[config.mk]
export PLATFORM = sky130hd
export DESIGN_NAME = io_input_conditioner
export DESIGN_NICKNAME = d
export VERILOG_FILES = /design/src/rtl/io_pkg.sv /design/src/rtl/debounce_bit.sv /design/src/rtl/io_input_conditioner.sv
export SDC_FILE = /design/constraint.sdc
export NUM_CORES = 1
export LEC_CHECK = 0
export ABC_AREA = 0
export CAP_MARGIN = 20
export CORE_UTILIZATION = 35
export CTS_CLUSTER_SIZE = 14
export DETAILED_ROUTE_END_ITERATION = 6
export SKIP_LAST_GASP = 1
export SLEW_MARGIN = 10
export SYNTH_ARGS = -nofsm -noshare
export SYNTH_HDL_FRONTEND = slang
export SYNTH_SLANG_ARGS = --single-unit
[constraint.sdc]
create_clock -name clk -period 2.4 [get_ports clk]
set_clock_uncertainty 0.2 [all_clocks]
set_input_delay 0.24 -clock clk [delete_from_list [all_inputs] [get_ports clk]]
set_output_delay 0.24 -clock clk [all_outputs]
set_load 0.03 [all_outputs]
[src/rtl/io_pkg.sv]
// Shared constants and types for the IO input block: register offsets,
// default sizing and the per-bit debounce FSM state type.
package io_pkg;

  localparam logic [3:0] IO_LED_OFFSET      = 4'h0;
  localparam logic [3:0] IO_SW_OFFSET       = 4'h4;
  localparam logic [3:0] IO_PB_OFFSET       = 4'h8;
  localparam logic [3:0] IO_PB_PRESS_OFFSET = 4'hC;

  localparam int DEF_SW_WIDTH        = 16;
  localparam int DEF_PB_WIDTH        = 4;
  localparam int DEF_DEBOUNCE_CYCLES = 1000000;

  typedef enum logic {
    DB_IDLE  = 1'b0,
    DB_COUNT = 1'b1
  } db_state_t;

endpackage

[src/rtl/debounce_bit.sv]
// Single-bit debouncer: two-flop synchronizer, then a counter/FSM that only
// accepts a new level after DEBOUNCE_CYCLES consecutive mismatching cycles.
module debounce_bit
  import io_pkg::*;
#(
  parameter int DEBOUNCE_CYCLES = DEF_DEBOUNCE_CYCLES
) (
  input  logic clk,
  input  logic reset,
  input  logic raw,
  output logic stable,
  output logic update
);

  localparam int CW = $clog2(DEBOUNCE_CYCLES);
  localparam logic [CW-1:0] CNT_LAST = CW'(DEBOUNCE_CYCLES - 1);
  localparam logic [CW-1:0] CNT_ONE  = CW'(1);

  logic [1:0]    sync_q;
  logic [CW-1:0] cnt, cnt_nxt;
  db_state_t     state, state_nxt;
  logic          mismatch;

  // Bring the asynchronous pin into the clock domain.
  always_ff @(posedge clk) begin
    if (reset) sync_q <= '0;
    else       sync_q <= {sync_q[0], raw};
  end

  // The counter tracks mismatching cycles seen so far, so the IDLE->COUNT
  // transition already accounts for the first one by loading 1.
  always_comb begin
    mismatch  = sync_q[1] ^ stable;
    state_nxt = state;
    cnt_nxt   = cnt;
    update    = 1'b0;
    case (state)
      DB_IDLE: begin
        cnt_nxt = '0;
        if (mismatch) begin
          state_nxt = DB_COUNT;
          cnt_nxt   = CNT_ONE;
        end
      end
      DB_COUNT: begin
        if (!mismatch) begin
          state_nxt = DB_IDLE;
          cnt_nxt   = '0;
        end else if (cnt == CNT_LAST) begin
          update    = 1'b1;
          state_nxt = DB_IDLE;
          cnt_nxt   = '0;
        end else begin
          cnt_nxt = cnt + CNT_ONE;
        end
      end
      default: begin
        state_nxt = DB_IDLE;
        cnt_nxt   = '0;
      end
    endcase
  end

  // FSM, counter and accepted level registers.
  always_ff @(posedge clk) begin
    if (reset) begin
      state  <= DB_IDLE;
      cnt    <= '0;
      stable <= 1'b0;
    end else begin
      state  <= state_nxt;
      cnt    <= cnt_nxt;
      stable <= stable ^ update;
    end
  end

endmodule

[src/rtl/io_input_conditioner.sv]
// Debounces slide switches and push buttons, and derives the switch-change
// pulse, button press pulses and sticky write-1-to-clear press flags.
module io_input_conditioner
  import io_pkg::*;
#(
  parameter int SW_WIDTH        = DEF_SW_WIDTH,
  parameter int PB_WIDTH        = DEF_PB_WIDTH,
  parameter int DEBOUNCE_CYCLES = DEF_DEBOUNCE_CYCLES
) (
  input  logic                clk,
  input  logic                reset,
  input  logic [SW_WIDTH-1:0] sw_in,
  input  logic [PB_WIDTH-1:0] pb_in,
  output logic [SW_WIDTH-1:0] sw_stable,
  output logic [PB_WIDTH-1:0] pb_stable,
  output logic [PB_WIDTH-1:0] pb_press,
  input  logic                pb_clr_we,
  input  logic [PB_WIDTH-1:0] pb_clr_mask,
  output logic                sw_change,
  output logic [PB_WIDTH-1:0] pb_press_pulse
);

  logic [SW_WIDTH-1:0] sw_upd;
  logic [PB_WIDTH-1:0] pb_upd;
  logic [PB_WIDTH-1:0] pb_rise;
  logic [PB_WIDTH-1:0] pb_clr;

  for (genvar i = 0; i < SW_WIDTH; i++) begin : g_sw
    debounce_bit #(.DEBOUNCE_CYCLES(DEBOUNCE_CYCLES)) u_db (
      .clk    (clk),
      .reset  (reset),
      .raw    (sw_in[i]),
      .stable (sw_stable[i]),
      .update (sw_upd[i])
    );
  end

  for (genvar i = 0; i < PB_WIDTH; i++) begin : g_pb
    debounce_bit #(.DEBOUNCE_CYCLES(DEBOUNCE_CYCLES)) u_db (
      .clk    (clk),
      .reset  (reset),
      .raw    (pb_in[i]),
      .stable (pb_stable[i]),
      .update (pb_upd[i])
    );
  end

  // Edges are taken from the debouncers' update strobes so the pulses and
  // flags land on the same edge as the stable level changes.
  always_comb begin
    pb_rise = pb_upd & ~pb_stable;
    pb_clr  = pb_clr_we ? pb_clr_mask : '0;
  end

  // Change/press pulses and sticky press flags; a set beats a clear.
  always_ff @(posedge clk) begin
    if (reset) begin
      sw_change      <= 1'b0;
      pb_press_pulse <= '0;
      pb_press       <= '0;
    end else begin
      sw_change      <= |sw_upd;
      pb_press_pulse <= pb_rise;
      pb_press       <= (pb_press & ~pb_clr) | pb_rise;
    end
  end

endmodule

* Word-level counts from Yosys, hierarchy flattened *
Cells that the tools add are included.

cells by class
  reductions and logical operators = 1
  muxes and demuxes = 221
  add/sub/neg operators = 20
  bitwise gates (word level) = 65
  eq/ne operators = 20

operator list
  kind                     count
  $mux W20                 40
  $pmux W20 S2             20
  $add A20 B1 Y20 const B  20
  $eq A20 B20 Y1 const B   20
  $mux W1                  140
  $pmux W1 S2              20
  $xor A1 B1 Y1            40
  $not A1 Y1               20
  $reduce_or A16 Y1        1
  $and A4 B4 Y4            2
  $not A4 Y4               2
  $mux W4                  1
  $or A4 B4 Y4             1

storage, ports and cells
  register bits = 489
  input bits = 27
  output and inout bits = 29

* Depth between registers and ports, before layout *
Gate-level depths: netlist (run 1).

  depth after elaboration = 6
  depth in mapped cells = 9
  mapped depth without buffers = 9

* By module *
A second synthesis (run 1) with hierarchy kept.

unflattened totals
  cells, all modules = 2370
  area total of the unflattened synthesis = 21743.4 um^2

by module, submodules not included
  module                           times used  cells an instance  area an instance (um^2)
  debounce_bit (g_pb[0].u_db ...)  19          117                1068.5
  debounce_bit (g_sw[9].u_db)      1           120                1123.6
  io_input_conditioner             1           27                 317.8

* Worst setup path before layout (run 1) *
No wires, ideal clock.

  path kind = reg-to-reg
  start point = register g_pb[3].u_db.cnt[0]
  end point = register g_pb[3].u_db.cnt[10]
  setup slack = 171 ps
  arrival time = 1901 ps
  cell stages (with the launch flop) = 8
  path buffers = 1
  period minus slack after synthesis = 2229 ps
  data required time = 2072 ps
  setup time = 128 ps
  path through = dfxtp_1 -> ha_1 -> and3_1 -> nand3_1 -> nor4_1 -> nand3b_1 -> clkbuf_1 -> nor2_1

between the ends
  longest elaborated chain between the ends = 4
  elaborated cells on any way between the ends = 5
  classes of those cells = add/sub: 1; eq/ne: 1; mux: 3

ends and longest elaborated chain
  item                                                      RTL line                                text
  from (decl)                                               debounce_bit.sv:20                      logic [CW-1:0] cnt, cnt_nxt;
  from (signal assigned)                                    debounce_bit.sv:72                      cnt <= cnt_nxt;
  $add A20 B1 Y20 / $eq A20 B20 Y1 (equally long branches)  debounce_bit.sv:54, debounce_bit.sv:49
  $mux W20 *                                                debounce_bit.sv:49                      end else if (cnt == CNT_LAST) begin
  $mux W20 *                                                debounce_bit.sv:46                      if (!mismatch) begin
  $pmux W20 S2 *                                            debounce_bit.sv:37                      case (state)

Every way passes the cells marked *; elsewhere a longest branch is shown, timed or not.
A chain may end at the register's enable or synchronous reset.

* Final worst setup path (run 1) *
  start point = register g_sw[14].u_db.cnt[8]
  end point = register sw_change

between the ends
  longest elaborated chain between the ends = 5

ends and longest elaborated chain
  item                    RTL line                    text
  from (decl)             debounce_bit.sv:20
  from (signal assigned)  debounce_bit.sv:72
  $eq A20 B20 Y1          debounce_bit.sv:49
  $mux W1                 debounce_bit.sv:49
  $mux W1                 debounce_bit.sv:46
  $mux W1                 debounce_bit.sv:37
  $reduce_or A16 Y1       io_input_conditioner.sv:62  sw_change <= |sw_upd;
  to (signal assigned)    io_input_conditioner.sv:62
  to (decl)               io_input_conditioner.sv:19  output logic sw_change,

Every way passes these cells.

==> results of run 1 <==
-- routing by layer --
layer / vias up / part of all wire, %
met5: - / 0
met4: 0 / 2.3
met3: 69 / 4.2
met2: 171 / 45
met1: 7150 / 49
li1: 7996 / -
-- area by class of cell --
| cell class | count | area share, % |
|---|---|---|
| Antenna cell | 1 | 0.0103 |
| Clock buffer | 77 | 6.27 |
| Clock inverter | 17 | 1.10 |
| Inverter | 58 | 0.900 |
| Multi-Input combinational cell | 1716 | 42.8 |
| Sequential cell | 489 | 40.5 |
| Tap cell | 765 | 3.96 |
| Timing Repair Buffer | 117 | 4.47 |
-- registers in the layout, summed over array words and instances, names as in the netlist --
register / count
g_sw.u_db.state: 16
g_sw.u_db.cnt: 320
pb_press_pulse: 4
g_pb.u_db.cnt: 80
g_sw.u_db.sync_q: 32
g_pb.u_db.state: 4
g_sw.u_db.stable: 16
pb_press: 4
g_pb.u_db.stable: 4
sw_change: 1
g_pb.u_db.sync_q: 8
-- kinds of logic after synthesis --
| group | Yosys count | synth area share (%) |
|---|---|---|
| simple gates | 1253 | 30.4 |
| flops | 489 | 47.4 |
| xor+xnor | 379 | 16.1 |
| buf+inv | 119 | 2.70 |
| compound gates | 50 | 1.47 |
| fa+ha+maj | 24 | 1.45 |
| mux | 10 | 0.485 |
-- stage by stage --
| step | utilization, % | TNS (ps) | power (uW) | std cells |
|---|---|---|---|---|
| floorplan | - | 0 | 8450 | 2324 |
| global placement | 38.2 | 0 | 8530 | 3128 |
| detailed placement | 38.2 | -10.0 | 8530 | 3128 |
| CTS | 41.6 | 0 | 16900 | 3239 |
| global route | 41.7 | -6.98 | 17300 | 3240 |
| finish | 41.7 | 0 | 16700 | 3240 |
-- cells in the final DEF, fill, tap and decap left out, drive strengths merged, types with 4 or more instances in the layout --
cell / n
a21oi: 14
bufinv: 7
or4bb: 4
inv: 58
nand3b: 19
dfxtp: 489
o211ai: 4
mux2i: 10
or4: 16
xor2: 187
or4b: 5
clkdlybuf4s50: 54
nor2b: 48
nand2: 153
and2: 56
xnor2: 192
nand3: 146
clkinv: 8
o21ai: 18
clkbuf: 77
nor2: 485
nand4: 82
or2: 5
dlygate4sd3: 17
or3: 9
and4: 32
buf: 46
ha: 24
nand2b: 4
a21boi: 5
nor4b: 16
and3: 51
nor4: 47
nor3: 61
nor3b: 4
-- Yosys cell counts, types with 27 or more instances --
| master | instances | area (um2) |
|---|---|---|
| clkbuf_1 | 27 | 101 |
| inv_1 | 58 | 218 |
| nand2_1 | 153 | 574 |
| nor3_1 | 61 | 305 |
| and4_1 | 32 | 280 |
| and2_1 | 55 | 344 |
| xnor2_1 | 192 | 1680 |
| xor2_1 | 187 | 1640 |
| nor2b_1 | 48 | 300 |
| nand4_1 | 80 | 500 |
| nor2_1 | 485 | 1820 |
| and3_1 | 50 | 313 |
| nor4_1 | 45 | 282 |
| nand3_1 | 146 | 731 |
| dfxtp_1 | 489 | 9790 |
-- worst max-delay path by stage --
stage,to,cells after the start,startpoint
after floorplan,g_pb[3].u_db.cnt[10]$_SDFF_PP0_,7,g_pb[3].u_db.cnt[0]$_SDFF_PP0_
after global placement,sw_change$_SDFF_PP0_,6,g_sw[8].u_db.cnt[0]$_SDFF_PP0_
after detailed placement,g_sw[4].u_db.cnt[7]$_SDFF_PP0_,6,g_sw[4].u_db.cnt[12]$_SDFF_PP0_
after CTS,sw_change$_SDFF_PP0_,6,g_sw[8].u_db.cnt[0]$_SDFF_PP0_
after global routing,pb_press[3]$_SDFF_PP0_,9,g_pb[3].u_db.cnt[0]$_SDFF_PP0_
final,sw_change$_SDFF_PP0_,5,g_sw[14].u_db.cnt[8]$_SDFF_PP0_
-- where the power goes --
group / switching (uW) / internal, uW / total [uW]
clock network: 3190 / 5100 / 8290
logic: 79.6 / 98.8 / 178
registers: 32.1 / 8170 / 8200
total: 3300 / 13400 / 16700
-- what timing repair did --
item | in CTS | in global routing
hold buffers | 17 | 0
setup endpoints to repair | 17 | 70
endpoints found under the hold margin | 35 | 0
resized for setup | 1 | 8
pin swaps | 0 | 0
setup buffers | 0 | 0
==> key figures, run 1 <==
Final layout
  • Fillcell total: approximately 5.6k
  • Share of cells above drive strength 1: between 6 and 7%
  • Register area: around 10000 um2
  • Area grow syn2layout: 17.2%
  • Nets@finish: roughly 2.5k
  • Final Cell Area: between 20000 and 25000 um2
  • Multi-input logic area: just over 10000 um2

Setup path
  • R2r setup slk: about 81 ps
  • CP cell instances: or4_4 > or4_4 > or3_4 > nand4_1 > o41a_1
  • WS Path Type: register to register
  • CP max FO: 4
  • Worst Path Required: between 2000 and 3000 ps
  • Worst r2r src: g_sw[14].u_db.cnt[8]$_SDFF_PP0_
  • CP Capture Type: register
  • CP delay by family, top: simple AND/OR/NAND/NOR gates
  • Bufs and invs on worst path: 0
  • Worst R2R End: sw_change$_SDFF_PP0_
  • Most numerous cell on the critical path: or4_4
  • Arrival @ worst endpoint: around 2600 ps
  • Crit path launch type: register
  • Largest stage delay, worst path: 550 ps
  • CP max stage cell: or4_4
  • R2r worst-path depth: 5

Yosys
  • Ys flop type: dfxtp_1
  • Synth unique cells: 53
  • Avg Inst Size Synth: slightly below 9 um2
  • Post-Syn Nets: roughly 2.4k
  • Yosys warns: 0
  • Cells after Synth: between 2k and 2.5k
  • Register area share after synthesis: ~47%
  • EDFF count, synth: 0
  • Cell area after synthesis: approximately 21000 um2
  • Synth Register Bits: slightly below 500
  • Ys async rst share: 0%

Min path
  • Worst min-delay path class: input pin to register
  • HP Start: sw_in[5]
  • Worst Hold End: g_sw[5].u_db.sync_q[0]$_SDFF_PP0_
  • Hold depth: 2

Routing
  • First DRT Iteration DRCs: 634
  • # DRC: 0
  • Drt wl/cell: about 12 um
  • Antenna viol nets, final: 0
  • Number of vias per cell: approximately 4.7
  • Pre-antenna DRT Iters: 5
  • Via count: between 15k and 20k
  • WL final: 39.2 mm

Floorplan
  • Row cnt: 88
  • Die area: 59900 um2
  • Core ar.: around 58000 um2
  • Die Width: about 240 um
  • Initial core utilization: about 36%
  • I/O Pins: between 50 and 60
  • DIE HEIGHT: 245 um

Run status
  • Status: finished, final reports clean

Global routing
  • Gr usage total: 13.2%
  • Total gr overflow: 0
  • Pin count of the biggest net entering global routing: 43
  • Met3 usage: around 2.6%
  • Met2 Track Usage GR: between 20% and 30%
  • First-pass GRT wire length: 67.9 mm
  • Global routing's busiest layer: met2
  • Initial antenna violation count: 1
  • Vias in the first global route: around 15k
  • GR Layer Usage met1: 17.3%

Power and ir drop
  • Worst IR Drop VDD: about 560 uV
  • Leak: approximately 0.0078 uW
  • PD cells: between 600 and 700 nW/um2

Place
  • HPWL after DPL: 27.1 mm
  • Buffers on Ports: 55
  • Placed standard-cell area: between 20000 and 25000 um2
  • Place WS: -10.0 ps
  • Placer Congestion: just under 0.8

Timing
  • Max Slew Vio Count: 0
  • Final worst-path cycle share: a little over nine tenths
  • RSZ-0062 raised after global routing: true
  • PnR worst setup slack: about 80 ps
  • Final Hold Fails: 0
  • Final setup vio count: 0
  • Worst hold slack: 43.9 ps
  • Maximum achievable frequency: about 0.43 GHz
  • Post-layout minimum cycle time: between 2000 and 2500 ps
  • Worst slew pin tran: 681 ps
  • Slew HR: between 50% and 60%

Job
  • Max-cap violations: 0

Clocking
  • Clk sink count: between 400 and 500
  • Clock Path Buffers: 3
  • Root Buffer: clkbuf_16
  • CTS H-tree depth: 2
  • CTS clk-pin slew, worst paths: around 60 ps
  • Cts bufs inserted: 50
  • CTS tree: yes
  • Clk_lat worst skew: 580 ps
Power figures use the tool's default switching activity.
==> inputs of run 2 (changes only) <==
--- a/config.mk
+++ b/config.mk
@@ -14,4 +14,5 @@
 export SLEW_MARGIN = 10
 export SYNTH_ARGS = -nofsm -noshare
 export SYNTH_HDL_FRONTEND = slang
+export SYNTH_HIERARCHICAL = 1
 export SYNTH_SLANG_ARGS = --single-unit
==> constraint.sdc (replaced) <==
create_clock -name clk -period 2.3 [get_ports clk]
set_clock_uncertainty 0.2 [all_clocks]
set_input_delay 0.23 -clock clk [delete_from_list [all_inputs] [get_ports clk]]
set_output_delay 0.23 -clock clk [all_outputs]
set_load 0.03 [all_outputs]
==> run 2 against run 1 <==
Net effect:
- count of clock-buffer cells in the layout decreased by 1
- cell area increased by 12%
- via count increased by 16%
- synthesized cell count increased by 2.0%
- largest cell class unchanged
==> key figures, run 2 <==
Timing
  • Total negative setup slack: 0 ps
  • Final worst-path cycle share: a little over nine tenths
  • Final setup vio count: 0
  • Max Slew Vio Count: 0
  • Slew HR: between 40% and 50%
  • Final Hold Fails: 0
  • PnR worst setup slack: around 61 ps
  • Worst slew pin tran: about 760 ps
  • Maximum achievable frequency: roughly 0.45 GHz
  • RSZ-0062 raised after global routing: true
  • Post-layout minimum cycle time: ~2200 ps

Yosys
  • Avg Inst Size Synth: a little over 9 um2
  • Synth Register Bits: 489
  • Area leader, netlist: dfxtp_1
  • Ys flop type: dfxtp_1
  • Yosys warns: 6
  • Top cell type's share of synthesized area: a little under half
  • Cell area after synthesis: between 20000 and 25000 um2
  • Post-Syn Nets: roughly 2.4k
  • Register area share after synthesis: 45.0%
  • Synth top area cells: dfxtp_1 (45%), xnor2_1 (12%), nor2_1 (7.5%)
  • Cells after Synth: between 2k and 2.5k
  • Top cells by count, synth: dfxtp_1 (489), nor2_1 (434), xnor2_1 (292), nor3_1 (136), nand2_1 (105)
  • EDFF count, synth: 0
  • Synth unique cells: 50
  • Count leader, synth: dfxtp_1
  • Ys async rst share: 0%

Final layout
  • Max reg flops: 320
  • Most frequent cells in the layout: dfxtp_1 (486), nor2_1 (434), xnor2_1 (292)
  • Core Util, Final: between 40% and 50%
  • Finished Layout Cells: ~3.6k
  • Most common cell after layout, fill and taps aside: dfxtp_1
  • Area grow syn2layout: 25.0%
  • Biggest regs: g_sw.u_db/cnt x320, g_pb.u_db/cnt x80, g_sw.u_db/sync_q x32
  • Register area: 9790 um2
  • Antenna cells: 0
  • Multi-input logic area: about 11000 um2
  • Share of cells above drive strength 1: between 15 and 20%
  • Fillcell total: 5913
  • Largest Register: g_sw.u_db/cnt
  • Nets@finish: around 2.8k

Setup path
  • WS Path Type: register to register
  • Crit path launch type: register
  • Worst Path Required: between 2000 and 3000 ps
  • Worst r2r src: g_sw[4].u_db/cnt[11]$_SDFF_PP0_
  • R2r worst-path depth: 6
  • Crit path from: g_sw[4].u_db/cnt[11]$_SDFF_PP0_
  • CP max FO: 2
  • R2r setup slk: slightly above 60 ps
  • Arrival @ worst endpoint: roughly 2500 ps
  • Worst R2R End: sw_change$_SDFF_PP0_
  • CP Capture Type: register
  • End of the critical path: sw_change$_SDFF_PP0_

Floorplan
  • I/O Pins: 56
  • Core ar.: between 60000 and 70000 um2
  • Die Width: roughly 250 um
  • Die area: about 63000 um2
  • Initial core utilization: about a third
  • DIE HEIGHT: about 250 um
  • Row cnt: slightly above 90

Routing
  • Drt wl/cell: roughly 13 um
  • # DRC: 0
  • Number of vias per cell: approximately 4.9
  • First DRT Iteration DRCs: ~780
  • Antenna viol nets, final: 0
  • Via count: around 18k
  • Pre-antenna DRT Iters: 5
  • WL final: about 46 mm

Power and ir drop
  • Leak: around 0.008 uW
  • Sw Ratio: between 20% and 30%
  • Gate power share: under 10%
  • Pint: around 13000 uW
  • Seq pwr share: about half
  • Worst IR Drop VDD: 548 uV
  • Clock share of power: a little under 50%
  • Power, Total: about 17000 uW
  • Sw power: approximately 3500 uW
  • PD cells: slightly above 600 nW/um2

Place
  • Buffers on Ports: 55
  • Place WS: -143 ps
  • HPWL after DPL: roughly 33 mm
  • DP Cell Count: 3501
  • Placer Congestion: 0.821

Global routing
  • Met2 Track Usage GR: between 20% and 30%
  • Pin count of the biggest net entering global routing: 27
  • GR Layer Usage met1: approximately 18%
  • First-pass GRT wire length: 79.4 mm
  • Vias in the first global route: between 15k and 20k
  • Total gr overflow: 0
  • Global routing's busiest layer: met2
  • Met3 usage: roughly 2.5%
  • Initial antenna violation count: 0
  • Gr usage total: ~14%

Clocking
  • Clk sink count: 489
  • Cts bufs inserted: 52
  • Clk_lat worst skew: 580 ps
  • Clock Path Buffers: 3
  • CTS tree: yes
  • Root Buffer: clkbuf_16
  • CTS H-tree depth: 2
  • CTS clk-pin slew, worst paths: roughly 60 ps

Job
  • Max-cap violations: 0

Run status
  • Status: finished, final reports clean

Min path
  • Worst min-delay path class: input pin to register
-- run 2: changes by cell type in the layout (fill, tap and decap cells not counted), moves of 38 or more --
cell / change
nor2_1: -51
nor3_1: +75
xnor2_1: +100
nand2_1: -48
and2_1: -54
nor4_1: +61
xor2_1: -161
nand3_1: -61
buf_4: +209
o221ai_1: +38
inv_1: +40
-- run 2: power groups by stage --
stage | Combinational [uW] | Clock (uW) | Sequential, uW
after global placement | 210 | 0 | 8730
after CTS | 243 | 8450 | 8550
after detailed placement | 216 | 0 | 8740
after global routing | 267 | 8800 | 8550
final | 243 | 8160 | 8550
after floorplan | 80.7 | 0 | 8730
-- run 2: repair_timing --
item / in CTS / in global routing
gates resized for setup: 12 / 29
hold endpoints to repair: 34 / 0
endpoints found under the setup margin: 5 / 46
hold buffers: 18 / 0
gates cloned: 0 / 1
buffers inserted: 0 / 0
pin swaps: 7 / 13
-- run 2: layout make-up --
class | count | share of cell area, %
clock buffers | 76 | 5.60
clock inverters | 18 | 0.557
inverters | 99 | 1.37
multi-input cells | 1760 | 42.3
flip-flops and latches | 489 | 36.0
well taps | 837 | 3.85
repair buffers | 335 | 10.3
-- run 2: per-layer routing --
layer / wire length, um / up-vias / part of all wire, %
met5: 0 / - / 0
met4: 1240 / 0 / 2.7
met3: 1630 / 82 / 3.6
met2: 21700 / 248 / 47
met1: 21200 / 8432 / 46
li1: - / 9125 / -
-- run 2: worst min-delay path by stage --
stage,slack (ps),to,start,cells after the start
2_1_floorplan,100,g_sw[9].u_db/stable$_SDFF_PP0_,reset,1
3_3_place_gp,220,g_sw[15].u_db/sync_q[1]$_SDFF_PP0_,g_sw[15].u_db/sync_q[0]$_SDFF_PP0_,1
3_5_place_dp,220,g_sw[15].u_db/sync_q[1]$_SDFF_PP0_,g_sw[15].u_db/sync_q[0]$_SDFF_PP0_,1
4_1_cts,20,g_sw[3].u_db/sync_q[0]$_SDFF_PP0_,sw_in[3],2
5_1_grt,50,g_sw[3].u_db/sync_q[0]$_SDFF_PP0_,sw_in[3],2
6_report,50,g_sw[3].u_db/sync_q[0]$_SDFF_PP0_,sw_in[3],2
-- run 2: through the flow --
stage / area, um2 / hold slack, ps
after floorplan: 21700 / 99.1
after global placement: 25200 / 221
after detailed placement: 25200 / 222
after CTS: 27100 / 19.6
after global routing: 27200 / 53.7
final: 27200 / 49.7
-- run 2: worst max-delay path, stage by stage, from the launching register on --
cell     delay (ps)
dfxtp_1         310
or4b_1          500
or4_4           450
nor4_4          190
nor2b_4         210
nor4_1          110
a41oi_1         190
-- run 2: logic make-up after synthesis --
logic type	Yosys count	share of synthesized area, %
buffers and inverters	121	2.81
adders and majority gates	20	1.15
DFF	489	45.0
xor gates and xnor gates	318	12.8
muxes	19	0.875
and+or+nand+nor	1270	32.4
AOI/OAI and AO/OA	133	4.89
